[src/rtl/button_event_arbiter.sv]
// button_event_arbiter
//   Debounces four active-low push buttons, turns debounced transitions into
//   press / long-press / release events, and offers them one at a time to a
//   consumer through a valid/ready handshake with round-robin fairness.
//
// Ports
//   sysclk       in   system clock, rising edge
//   reset_n      in   synchronous active-low reset
//   btn_n_i[3:0] in   raw asynchronous buttons, 0 = pressed
//   evt_valid_o  out  event offered
//   evt_ready_i  in   consumer takes the offered event
//   evt_btn_o    out  button index of offered event
//   evt_type_o   out  01 press, 10 release, 11 long-press
//   btn_state_o  out  debounced levels, 1 = pressed
//   overflow_o   out  sticky: an event merged into an already-pending one
//   clear_ovf_i  in   one-cycle pulse clearing overflow_o
module button_event_arbiter #(
  parameter int TICK_DIV   = 50000,
  parameter int DB_COUNT   = 10,
  parameter int LONG_COUNT = 100
) (
  input  logic       sysclk,
  input  logic       reset_n,
  input  logic [3:0] btn_n_i,
  output logic       evt_valid_o,
  input  logic       evt_ready_i,
  output logic [1:0] evt_btn_o,
  output logic [1:0] evt_type_o,
  output logic [3:0] btn_state_o,
  output logic       overflow_o,
  input  logic       clear_ovf_i
);

  localparam int PW  = $clog2(TICK_DIV);
  localparam int DBW = $clog2(DB_COUNT + 1);
  localparam int HW  = $clog2(LONG_COUNT + 1);

  typedef enum logic {S_IDLE, S_OFFER} state_t;

  logic [3:0]    r_sync1, r_sync2;
  logic [PW-1:0] r_presc;
  logic          w_tick;

  logic [3:0] w_stable, w_fall, w_rise, w_long;
  logic [3:0] r_pend_press, r_pend_long, r_pend_rel;
  logic [3:0] w_has;

  state_t     r_state;
  logic       r_valid;
  logic [1:0] r_btn, r_type, r_last_grant;
  logic       r_ovf;

  logic       w_found, w_grant, w_ovf_set;
  logic [1:0] w_idx, w_sel_btn, w_sel_type;
  logic [3:0] w_sel_oh, w_clr_press, w_clr_long, w_clr_rel;

  // Two-flop synchronizer; idles at the released level.
  always_ff @(posedge sysclk) begin
    if (!reset_n) begin
      r_sync1 <= 4'hF;
      r_sync2 <= 4'hF;
    end else begin
      r_sync1 <= btn_n_i;
      r_sync2 <= r_sync1;
    end
  end

  // Debounce sample prescaler.
  assign w_tick = (r_presc == PW'(TICK_DIV - 1));

  always_ff @(posedge sysclk) begin
    if (!reset_n)    r_presc <= '0;
    else if (w_tick) r_presc <= '0;
    else             r_presc <= r_presc + PW'(1);
  end

  // Per-button debounce and hold timing.
  for (genvar gi = 0; gi < 4; gi++) begin : g_btn
    logic [DBW-1:0] r_db_cnt;
    logic           r_stable;   // 0 = pressed (active-low domain)
    logic [HW-1:0]  r_hold;
    logic           w_diff, w_upd;

    assign w_diff = r_sync2[gi] ^ r_stable;
    // Last disagreeing tick needed: the stable level flips on this tick.
    assign w_upd  = w_tick & w_diff & (r_db_cnt == DBW'(DB_COUNT - 1));

    assign w_fall[gi]   = w_upd & r_stable;
    assign w_rise[gi]   = w_upd & ~r_stable;
    // A release tick wins over the hold counter, so no long event then.
    assign w_long[gi]   = w_tick & ~r_stable & ~w_rise[gi] &
                          (r_hold == HW'(LONG_COUNT - 1));
    assign w_stable[gi] = r_stable;

    always_ff @(posedge sysclk) begin
      if (!reset_n) begin
        r_db_cnt <= '0;
        r_stable <= 1'b1;
        r_hold   <= '0;
      end else begin
        if (w_tick) begin
          if (!w_diff) begin
            r_db_cnt <= '0;
          end else if (w_upd) begin
            r_db_cnt <= '0;
            r_stable <= r_sync2[gi];
          end else begin
            r_db_cnt <= r_db_cnt + DBW'(1);
          end
        end
        if (w_rise[gi])
          r_hold <= '0;
        else if (w_tick && !r_stable && r_hold != HW'(LONG_COUNT))
          r_hold <= r_hold + HW'(1);
      end
    end
  end

  assign btn_state_o = ~w_stable;

  // Round-robin pick starting after the last granted button.
  assign w_has = r_pend_press | r_pend_long | r_pend_rel;

  always_comb begin
    w_found   = 1'b0;
    w_sel_btn = 2'd0;
    w_idx     = 2'd0;
    for (int k = 1; k <= 4; k++) begin
      w_idx = r_last_grant + 2'(k);
      if (!w_found && w_has[w_idx]) begin
        w_found   = 1'b1;
        w_sel_btn = w_idx;
      end
    end
  end

  always_comb begin
    if (r_pend_press[w_sel_btn])     w_sel_type = 2'b01;
    else if (r_pend_long[w_sel_btn]) w_sel_type = 2'b11;
    else                             w_sel_type = 2'b10;
  end

  assign w_grant     = (r_state == S_IDLE) & w_found;
  assign w_sel_oh    = 4'b0001 << w_sel_btn;
  assign w_clr_press = (w_grant && w_sel_type == 2'b01) ? w_sel_oh : 4'b0000;
  assign w_clr_long  = (w_grant && w_sel_type == 2'b11) ? w_sel_oh : 4'b0000;
  assign w_clr_rel   = (w_grant && w_sel_type == 2'b10) ? w_sel_oh : 4'b0000;

  // A set onto a bit that stays pending loses an event; a set onto a bit
  // being granted this cycle is a fresh event.
  assign w_ovf_set = |((w_fall & r_pend_press & ~w_clr_press) |
                       (w_long & r_pend_long  & ~w_clr_long)  |
                       (w_rise & r_pend_rel   & ~w_clr_rel));

  always_ff @(posedge sysclk) begin
    if (!reset_n) begin
      r_pend_press <= '0;
      r_pend_long  <= '0;
      r_pend_rel   <= '0;
    end else begin
      r_pend_press <= (r_pend_press & ~w_clr_press) | w_fall;
      r_pend_long  <= (r_pend_long  & ~w_clr_long)  | w_long;
      r_pend_rel   <= (r_pend_rel   & ~w_clr_rel)   | w_rise;
    end
  end

  always_ff @(posedge sysclk) begin
    if (!reset_n)         r_ovf <= 1'b0;
    else if (w_ovf_set)   r_ovf <= 1'b1;
    else if (clear_ovf_i) r_ovf <= 1'b0;
  end

  // Offer FSM: one event latched per grant, held until accepted.
  always_ff @(posedge sysclk) begin
    if (!reset_n) begin
      r_state      <= S_IDLE;
      r_valid      <= 1'b0;
      r_btn        <= 2'd0;
      r_type       <= 2'd0;
      r_last_grant <= 2'd3;
    end else begin
      case (r_state)
        S_IDLE: begin
          if (w_found) begin
            r_state <= S_OFFER;
            r_valid <= 1'b1;
            r_btn   <= w_sel_btn;
            r_type  <= w_sel_type;
          end
        end
        S_OFFER: begin
          if (evt_ready_i) begin
            r_state      <= S_IDLE;
            r_valid      <= 1'b0;
            r_last_grant <= r_btn;
          end
        end
        default: r_state <= S_IDLE;
      endcase
    end
  end

  assign evt_valid_o = r_valid;
  assign evt_btn_o   = r_btn;
  assign evt_type_o  = r_type;
  assign overflow_o  = r_ovf;

endmodule

[config.mk]
export PLATFORM = sky130hd
export DESIGN_NAME = button_event_arbiter
export DESIGN_NICKNAME = d
export VERILOG_FILES = /design/src/rtl/button_event_arbiter.sv
export SDC_FILE = /design/constraint.sdc
export NUM_CORES = 1
export LEC_CHECK = 0
export CAP_MARGIN = 20
export CORE_ASPECT_RATIO = 0.9
export CORE_MARGIN = 4
export CORE_UTILIZATION = 30
export CTS_BUF_LIST = sky130_fd_sc_hd__clkbuf_8
export DETAILED_ROUTE_END_ITERATION = 10
export GPL_TIMING_DRIVEN = 1
export SLEW_MARGIN = 25
export SYNTH_ARGS = -nofsm -noshare
export SYNTH_HDL_FRONTEND = slang
export SYNTH_SLANG_ARGS = --single-unit
[constraint.sdc]
create_clock -name sysclk -period 2.4 [get_ports sysclk]
set_clock_uncertainty 0.2 [all_clocks]
set_input_delay 0.36 -clock sysclk [delete_from_list [all_inputs] [get_ports sysclk]]
set_output_delay 0.36 -clock sysclk [all_outputs]
set_load 0.01 [all_outputs]
### Word level (Yosys, flattened, before mapping)

Index checks and enable logic that the tools add are counted.
Widths: inputs -> output; s select.

* register bits after elaboration: 93
* latch bits: 0
* RAM bits: 0
* bits in read-only memories: 0
* bits of input ports: 8
* output and inout bits: 10
* word-level logic and storage cells: 199
* memories kept: 0

* add/subtract/negate cells: 12
* multiply operators: 0
* divide/modulo/power cells: 0
* order comparisons: 5
* eq/ne operators: 18
* shifts and indexed selects: 1
* muxes and demuxes: 41
* bitwise logic cells: 63
* reduce and logical (&&, ||, !) cells: 35

Operators with widths (count)
* $mux 4: 11
* $and 4x4->4: 9
* $and 1x1->1: 29
* $add 7x1->7 const B: 4
* $eq 7x7->1 const B: 4
* $ne 7x7->1 const B: 4
* $or 4x4->4: 7
* $mux 1: 17
* $add 16x1->16 const B: 1
* $add 4x1->4 const B: 4
* $eq 16x16->1 const B: 1
* $eq 4x4->1 const B: 4
* $not 4->4: 4
* $lt 2x3->1 const B: 5
* $logic_and 1x1->1: 14
* $bmux 1 s2: 6
* $reduce_and 3->1: 4
* $mux 2: 5
* $not 1->1: 10
* $reduce_or 2->1: 5
* $logic_not 1->1: 7
* $reduce_and 2->1: 3
* $add 2x2->2 const B: 2
* $eq 2x2->1 const B: 2
* 8 further kinds: 13

### Depth between registers and ports, before layout

* word-level depth: 27
* mapped depth: 9
* gate-level depth less buffers: 9

### Least setup slack after synthesis

No wires, ideal clock.

* kind: register to register
* from: register r_pend_rel[0]
* to: register r_ovf (netlist: overflow_o)
* library setup time: 0.120 ns
* arrival: 2.116 ns
* data required time: 2.080 ns
* setup slack: -0.036 ns
* cell stages (with the launch flop): 9
* buffers on the path: 1
* clock period less this slack: 2.436 ns
* path through: dfxtp_1 > or3_4 > a211o_1 > and3_1 > buf_6 > nand4_2 > a32oi_1 > a2111o_1 > o31a_1

* cells in the longest elaborated chain, start to end: 26
* elaborated cells between the ends (all ways): 52
* those cells by class: eq/ne: 3; shift: 1; mux: 26; bitwise: 11; reduce/logical: 11

Ends and longest elaborated chain
* start, declared: RTL line 45 `logic [3:0] r_pend_press, r_pend_long, r_pend_rel;`
* start signal, assigned: RTL line 163 `r_pend_rel <= (r_pend_rel & ~w_clr_rel) | w_rise;`
* $or 4x4->4: RTL line 122 `assign w_has = r_pend_press | r_pend_long | r_pend_rel;`
* $bmux 1 s2: RTL line 130 `if (!w_found && w_has[w_idx]) begin`
* $mux 1 (not written as such): RTL line 130
* $mux 1: RTL line 130
* $logic_not 1->1: RTL line 130
* $logic_and 1x1->1: RTL line 130
* $mux 1: RTL line 130
* $logic_not 1->1: RTL line 130
* [10 not listed]
* $logic_and 1x1->1 (on tied branches): RTL line 145, 146
* $mux 4 (on tied branches): RTL line 145, 146
* $not 4->4 (on tied branches): RTL line 151, 152
* $and 4x4->4 (on tied branches): RTL line 151, 152
* $or 4x4->4: RTL line 151 `assign w_ovf_set = |((w_fall & r_pend_press & ~w_clr_press) |`
* $or 4x4->4 *: RTL line 152 `(w_long & r_pend_long & ~w_clr_long) |`
* $reduce_or 4->1 *: RTL line 151
* $mux 1 / $reduce_bool 2->1 (equally long branches)
* end signal, assigned: RTL line 168 `if (!reset_n) r_ovf <= 1'b0;`
* end signal, assigned: RTL line 169 `else if (w_ovf_set) r_ovf <= 1'b1;`
* end signal, assigned: RTL line 170 `else if (clear_ovf_i) r_ovf <= 1'b0;`
* end, declared: RTL line 51 `logic r_ovf;`

Mark *: on every way between the ends. The rest lies on a longest branch, timed or not. The select of a mux whose other input is x is not followed.
A chain may end at the register's enable or synchronous reset.

### Worst setup path after layout

* from: register r_pend_press[0]
* to: register r_ovf (netlist: overflow_o)

* cells in the longest elaborated chain, start to end: 27
* elaborated cells between the ends (all ways): 53
* those cells by class: eq/ne: 3; shift: 1; mux: 26; bitwise: 12; reduce/logical: 11

Ends and longest elaborated chain
* start, declared: RTL line 45
* start signal, assigned: RTL line 161 `r_pend_press <= (r_pend_press & ~w_clr_press) | w_fall;`
* $or 4x4->4 (2 in a row): RTL line 122
* $bmux 1 s2: RTL line 130
* $mux 1 (not written as such): RTL line 130
* $mux 1: RTL line 130
* $logic_not 1->1: RTL line 130
* $logic_and 1x1->1: RTL line 130
* $mux 1: RTL line 130
* $logic_not 1->1: RTL line 130
* [10 not listed]
* $logic_and 1x1->1 (on tied branches): RTL line 145, 146
* $mux 4 (on tied branches): RTL line 145, 146
* $not 4->4 (on tied branches): RTL line 151, 152
* $and 4x4->4 (on tied branches): RTL line 151, 152
* $or 4x4->4: RTL line 151
* $or 4x4->4 *: RTL line 152
* $reduce_or 4->1 *: RTL line 151
* $mux 1 / $reduce_bool 2->1 (equally long branches)

Marks and branches as above.

==> reports/metrics.cfg <==
[outcome]
outcome=complete, but fails checks
violations=setup timing

[critical_path]
r2r_cells=7
required_ns=2.46
critPathLaunchType=flop
crit_type=reg -> reg
cp-startpoint=r_pend_press[0]
critPathArrivalTime_ns=2.48
regToRegStartpoint=r_pend_press[0]
endpoint=overflow_o
worstReg2RegEnd=overflow_o
cp-end-kind=flop
reg2reg_slack_ns=-0.02
path_max_fanout=4

[cts]
clkTransAtPathRegs_ns=0.09
cts_hold_buf=0
cts_buffer_depth=2
htreeDepth=3
clock_latency_ns=0.37
cts_buffers=9
clk_root_buffer_cell=clkbuf_8
cts_sinks=93
cts_tree=yes

[floorplanning]
rows=41
initial_core_util_pct=31.1
dieArea_um2=16700
core_area_um2=14200
die_width_um=136
io_pins=18
chipHeight_um=123

[synth]
yosysWarnings=0
synth.area.top_cells=dfxtp_1 42%, nor2_1 6.6%, ha_1 4.8%, nand2_1 4.3%, xor2_1 4.0%
ys.flop_type=dfxtp_1
yosys.area.top_type=dfxtp_1
synth-edff-count=0
synth.distinct_cells=59
syn-cell-area_um2=4420
synth_async_sr_flop_share_pct=0
syn_inst=520
yosysSeqAreaShare_pct=42.2
syn_nets=545
avgSynthCellArea_um2=8.49
yosys.area.top_type_share_pct=42.2
ys_seq_elements=93

[sta]
maxSlewHeadroom_pct=62.2
drv_slew=0
fin_ws_ns=-0.0203
worst_pin_slew_ns=0.565
min_period_ns=2.42
fmax_ghz=0.413
tns_ns=-0.0203
period_share_pct=101
final_hold_viol_count=0
fin_hold_ws_ns=0.217
rsz0062_at_grt=true
setup_viol=1

[route]
drt_iter0_drc=197
drt-total-wl_um=10700
antenna_left=0
vias_per_cell=4.88
drt-pass1-iter-count=5
wl_per_cell_um=13.3
vias=3930
drc=0

[global_route]
grt-ovfl-total=0
grt_first_pass_wirelength_um=17300
antenna_found_initial=0
grt_pass1_vias=3724
grtUsageMet1_pct=16.2
use_met2_pct=21.5
grt_max_degree=23
grtUsageMet3_pct=2.89
grt_usage_pct=12.7
busiest_layer=met2

[power]
power.internal_mw=2.02
power_density_nw_per_um2=459
sw_frac_of_total_pct=23.0
p_leak_nw=2.18
irDropWorstVdd_v=0.000245
p_total_mw=2.62
p_switching_uw=604
power_frac_comb_pct=2.8
power_frac_clock_pct=37.8
p_seq_share_pct=59.4

[finish]
num_antenna_cells=0
final_cell_area_um2=5710
syn_to_final_growth_pct=29.3
final_nets=633
drive_gt1_share_pct=21.2

[place]
dpl_cell_area_um2=5210
portBuffers=17
dpl.hpwl_um=7660
place_ws_ns=-0.110
place_congestion=0.817

[hold_path]
hp-class=reg -> reg

[job]
drv_cap=0

cells in the mapped netlist (all sizes together) (3+ instances only):
cell,instances
a31oi,3
o211ai,9
and3,10
clkbuf,7
ha,17
nand3,29
a32oi,3
o21ai,27
xor2,20
xnor2,14
nand2b,15
nor3,13
nand3b,4
buf,3
inv,26
nand4,15
o22ai,4
or3,8
nor2b,6
nand2,52
nor3b,3
a21oi,15
mux2i,6
nor4,4
nor2,78
dfxtp,93
nor4bb,4
o31ai,5
worst min path at each step:
stage / from / endpoint / slack, ns / cells after the start
floorplan: r_sync1[0] / r_sync2[0] / 0.19 / 1
global placement: r_sync1[3] / r_sync2[3] / 0.19 / 1
detailed placement: r_sync1[3] / r_sync2[3] / 0.20 / 1
CTS: r_sync1[3] / r_sync2[3] / 0.22 / 1
global route: r_sync1[1] / r_sync2[1] / 0.24 / 1
finish: r_sync1[1] / r_sync2[1] / 0.22 / 1
state kept, by name, summed over array words and instances, names as in the netlist:
register	flops
g_btn.r_hold	28
g_btn.r_db_cnt	16
r_presc	16
g_btn.r_stable	4
r_pend_long	4
r_pend_press	4
r_pend_rel	4
r_sync1	4
r_sync2	4
evt_btn_o	2
evt_type_o	2
r_last_grant	2
evt_valid_o	1
overflow_o	1
r_state	1
power groups by stage:
stage	logic (mW)	clock network, mW	registers, mW
6_report	0.0737	0.990	1.56
5_1_grt	0.0814	1.09	1.56
4_1_cts	0.0734	1.03	1.56
3_5_place_dp	0.0728	0	1.59
3_3_place_gp	0.0720	0	1.59
2_1_floorplan	0.0338	0	1.59
cell families after synthesis:
kind of cell             Yosys count  share of synthesized area [%]
AND/OR/NAND/NOR                  249                           28.6
flip-flops                        93                           42.2
AO/OA/AOI/OAI                     83                           12.7
buffers and inverters             37                           3.43
XOR/XNOR                          34                           6.74
adder cells (fa/ha/maj)           17                           4.82
multiplexers                       7                           1.61
critical path: stages, from the launching register on:
cell and delay (ns):
dfxtp_2 0.33, or3_4 0.40, a211o_1 0.32, nand3_4 0.12, nand2_4 0.06, o311a_1 0.34
a2111o_1 0.30, o31a_1 0.24
metrics by stage:
step | std cells | utilization [%]
after CTS | 796 | 38.7
after floorplan | 520 | -
final | 806 | 40.2
after detailed placement | 774 | 36.7
after global routing | 806 | 40.2
after global placement | 774 | 36.7
routing by layer:
| layer | wire (um) | share of wire, % | vias up |
|---|---|---|---|
| li1 | - | - | 2003 |
| met2 | 5320 | 50 | 45 |
| met4 | 151 | 1.4 | 0 |
| met5 | 0 | 0 | - |
| met1 | 4900 | 46 | 1867 |
| met3 | 322 | 3.0 | 15 |
placed cells by master, fill, tap and decap left out, types with 16 or more instances in the layout:
| cell | count |
|---|---|
| buf_4 | 68 |
| clkdlybuf4s50_1 | 17 |
| dfxtp_1 | 85 |
| ha_1 | 16 |
| inv_1 | 26 |
| nand2_1 | 49 |
| nand3_1 | 27 |
| nor2_1 | 76 |
| o21ai_0 | 24 |
| xor2_1 | 20 |
timing repair:
action | in CTS | in global routing
resized for setup | 11 | 31
pin swaps | 5 | 23
setup endpoints to repair | 6 | 22
endpoints found under the hold margin | 0 | 0
buffers inserted | 6 | 10
layout make-up:
type	count	area, um2
clock buffer	11	151
tap	193	241
timing repair buffer	87	721
inverter	27	101
multi-input combinational	390	2590
clock inverter	5	33.8
fill	1417	8500
sequential	93	1870
No activity file was read; power rests on OpenSTA's default activity.
==> RTL change 1 (config.mk and constraints unchanged) <==
The parameter `LONG_COUNT` goes from 100 to 200.
--- a/src/rtl/button_event_arbiter.sv
+++ b/src/rtl/button_event_arbiter.sv
@@ -17,7 +17,7 @@
 module button_event_arbiter #(
   parameter int TICK_DIV   = 50000,
   parameter int DB_COUNT   = 10,
-  parameter int LONG_COUNT = 100
+  parameter int LONG_COUNT = 200
 ) (
   input  logic       sysclk,
   input  logic       reset_n,
Function: same outputs for any inputs over 10 cycles, from zero or initial values and one cycle with reset_n low; that may be too few to reach the edited logic, so the function may still have changed.
==> RTL change 1 against the unedited design <==
  * The flow still finishes with violations (setup timing)
  * Wire length shrank 1.9%
  * Combinational power shrank 2%
  * Fmax shrank 0.31%
  * Cell count grew 0.87%
  * Non-clock buffer count shrank 5
  * Synthesized area grew 4.0%
  * Sequential cell count grew 4
  * Power grew 1.7%
  * Cell area grew 1.3%
  * Setup slack lost 0.0074 ns
  * Critical endpoint unchanged
  * Largest cell class unchanged
==> RTL change 1: results <==
{
  "tns_ns": -0.0277,
  "clk_path_buf_depth": 2,
  "worstHoldPathType": "reg -> reg",
  "hpwl_um": 7680,
  "synthMuxAreaShare": 0.0218,
  "placed_cell_area_um2": 5370,
  "fin_cells": 813,
  "crit_arrival_ns": 2.48,
  "wire_per_inst_um": 12.9,
  "outcome": "complete, but fails checks",
  "r2r_start": "r_pend_long[0]",
  "preCtsSetupSlack_ns": -0.154,
  "dr.pass1.iters": 4,
  "reg2reg_to": "overflow_o",
  "hp-start": "r_sync1[1]",
  "synth.area.top_cells": "dfxtp_1 42%, nor2_1 7.1%, xor2_1 4.8%, ha_1 4.6%, nand2_1 4.4%",
  "synth_nets": 556,
  "cts_buffers": 9,
  "drt_iter0_markers": 153,
  "ant_nets": 0,
  "synth_fa_ha_area_frac": 0.0463,
  "first_global_vias": 3820,
  "hold_depth": 1,
  "netlist_instances": 531,
  "synth_cell_types": 63,
  "finalSetupViolations": 1,
  "root_buffer": "clkbuf_8",
  "reg.largest.list": "g_btn.r_hold x32, g_btn.r_db_cnt x16, r_presc x16",
  "via_per_inst": 4.82,
  "io_buffer_count": 17,
  "numPlacedInstances": 791,
  "power.leakage_nw": 2.21,
  "ir_drop_mv": 0.274,
  "nets": 637,
  "grt_util_met2": 0.204,
  "antenna_cells": 0,
  "clock_latency_ns": 0.36,
  "grt_pass1_wl_um": 17900,
  "grtUsageMet1": 0.159,
  "slew_headroom": 0.670,
  "failed_checks": "setup timing",
  "htreeDepth": 3,
  "synthTopCellsByCount": "97 x dfxtp_1, 87 x nor2_1, 54 x nand2_1",
  "place_congestion": 0.837,
  "holdWs_ns": 0.213,
  "setup_slack_ns": -0.0277,
  "synth-xor-area-share": 0.0744,
  "synthArstFlopShare": 0,
  "drive_above_1_share": 0.208,
  "whs_endpoint": "r_sync2[1]",
  "yosysSeqAreaShare": 0.423,
  "grt_max_degree": 25,
  "synth-compound-area-share": 0.138,
  "grt_usage": 0.122,
  "grtUsageMet3": 0.0206
}
RTL change 1: cell type report:
class                   count  area [µm²]
well taps                 198         248
repair buffers             82         662
fillers                  1458        9090
flip-flops and latches     97        1960
clock inverters             3        17.5
clock buffers              11         151
multi-input cells         396        2650
inverters                  26        97.6
RTL change 1: how the worst max path moves through the flow:
stage | startpoint | end | slack (ns) | depth (start not counted)
6_report | r_pend_long[0] | overflow_o | -0.03 | 7
5_1_grt | r_pend_press[3] | overflow_o | -0.14 | 6
4_1_cts | r_pend_long[0] | overflow_o | -0.06 | 7
3_5_place_dp | r_presc[9] | overflow_o | -0.15 | 8
3_3_place_gp | r_presc[5] | overflow_o | -0.13 | 8
2_1_floorplan | r_pend_press[0] | overflow_o | 0.11 | 7
RTL change 1: what timing repair did:
item                                    in CTS  in global routing
hold buffers                                 0                  0
gates resized for setup                     10                 31
pin swaps                                    6                 13
setup buffers                                3                  5
gates cloned                                 0                  0
endpoints found under the hold margin        0                  0
endpoints found under the setup margin       7                 12
RTL change 1: power by group:
part           switching (mW)  total, mW  internal (mW)  leakage (nW)
clock                   0.546      0.965          0.419        0.0871
combinational          0.0414     0.0720         0.0306          1.34
sequential            0.00851       1.63           1.62         0.787
RTL change 1: critical path, cell delays in order, from the launching register on:
cell and delay, ns:
dfxtp_1 0.32, or3_4 0.44, nor2_4 0.16, a211oi_2 0.13, a2111o_1 0.41, a222oi_1 0.35
o2111a_1 0.25, a21oi_1 0.06
RTL change 1: metal layers:
metal | wire length (µm) | vias up
met1 | 5150 | 1842
li1 | - | 2014
met3 | 240 | 13
met5 | 0 | -
met2 | 4910 | 47
met4 | 181 | 0
==> RTL change 2 (config.mk and constraints unchanged) <==
Without the edit above. Put one more register stage on the output `overflow_o`, without a reset. The value now appears one clock later. The other outputs are not delayed to match. Comments in the files are not updated.
--- a/src/rtl/button_event_arbiter.sv
+++ b/src/rtl/button_event_arbiter.sv
@@ -203,7 +203,9 @@
   assign evt_valid_o = r_valid;
   assign evt_btn_o   = r_btn;
   assign evt_type_o  = r_type;
-  assign overflow_o  = r_ovf;
+  always_ff @(posedge sysclk) begin
+    overflow_o <= r_ovf;
+  end
 
 endmodule
 
Behaviour: same outputs for any inputs over 10 cycles, from zero or initial values and one cycle with reset_n low; that may be too few to reach the edited logic, so the function may still have changed.
==> RTL change 2 against the unedited design <==
  * The flow still finishes with violations (setup timing)
  * Clock power rose by 18%
  * Fmax rose by 0.71%
  * Power rose by 7.4%
  * Wire length fell by 0.33%
  * Cell count rose by 0.99%
  * Synthesized area rose by 0.45%
  * Cell area rose by 1.9%
  * Sequential cell count rose by 1
  * Setup slack improved by 0.017 ns
  * Highest routed layer unchanged
==> RTL change 2: results <==
{
  "fin_cells": 814,
  "wire_per_inst_um": 13.1,
  "nets": 641,
  "grt_usage": 0.133,
  "postCtsSetupRepairBufs": 5,
  "setup_slack_ns": -0.00312,
  "tns_ns": -0.00312,
  "finalSetupViolations": 1,
  "numPlacedInstances": 785,
  "vias": 3970,
  "cp_slowest_stage_delay_ns": 0.43,
  "drive_above_1_share": 0.221,
  "drt_iter0_markers": 221,
  "synth_nets": 546,
  "worst_pin_slew_ns": 0.587,
  "n_fill_cell": 1453,
  "grt_pass1_wl_um": 18000,
  "rrSetupSlack_ns": -0.003,
  "place_congestion": 0.900,
  "grtUsageMet1": 0.168,
  "preCtsSetupSlack_ns": -0.127,
  "hp-start": "r_ovf",
  "dr_wl_met2_um": 5200,
  "met3_length_um": 308,
  "outcome": "complete, but fails checks",
  "reg2reg_to": "r_ovf",
  "synthTopCellsByCount": "94 x dfxtp_1, 78 x nor2_1, 51 x nand2_1",
  "worst-path-max-fanout": 5,
  "synth.area.top_cells": "dfxtp_1 42%, nor2_1 6.6%, ha_1 4.8%, nand2_1 4.3%, xor2_1 3.9%",
  "failed_checks": "setup timing",
  "grtUsageMet3": 0.0321,
  "grt_util_met2": 0.221,
  "met1Wirelength_um": 5000,
  "power.leakage_nw": 2.23
}
RTL change 2: cells by family after synthesis:
group                      synth area share
DFF                                   0.424
muxes                                0.0161
buffers and inverters                0.0341
xor gates and xnor gates             0.0671
AOI/OAI and AO/OA                     0.126
adders and majority gates            0.0479
and+or+nand+nor                       0.285
RTL change 2: critical path: cells and delay by family (launching register included):
kind / cells / cell delay, ns
simple gates: 4 / 0.98
compound gates: 3 / 0.64
flops: 1 / 0.33
buf+inv: 1 / 0.14
RTL change 2: layout make-up:
class	count	area [µm²]	area share
Multi-Input combinational cell	390	2590	0.446
Sequential cell	94	1890	0.325
Timing Repair Buffer	94	763	0.131
Tap cell	193	241	0.0415
Clock buffer	10	138	0.0237
Inverter	27	101	0.0174
Clock inverter	6	85.1	0.0146
RTL change 2: where the power goes:
group	switching [mW]	internal [mW]	leakage, nW
sequential	0.00493	1.57	0.763
combinational	0.0431	0.0314	1.34
clock	0.553	0.614	0.119
total	0.601	2.21	2.23
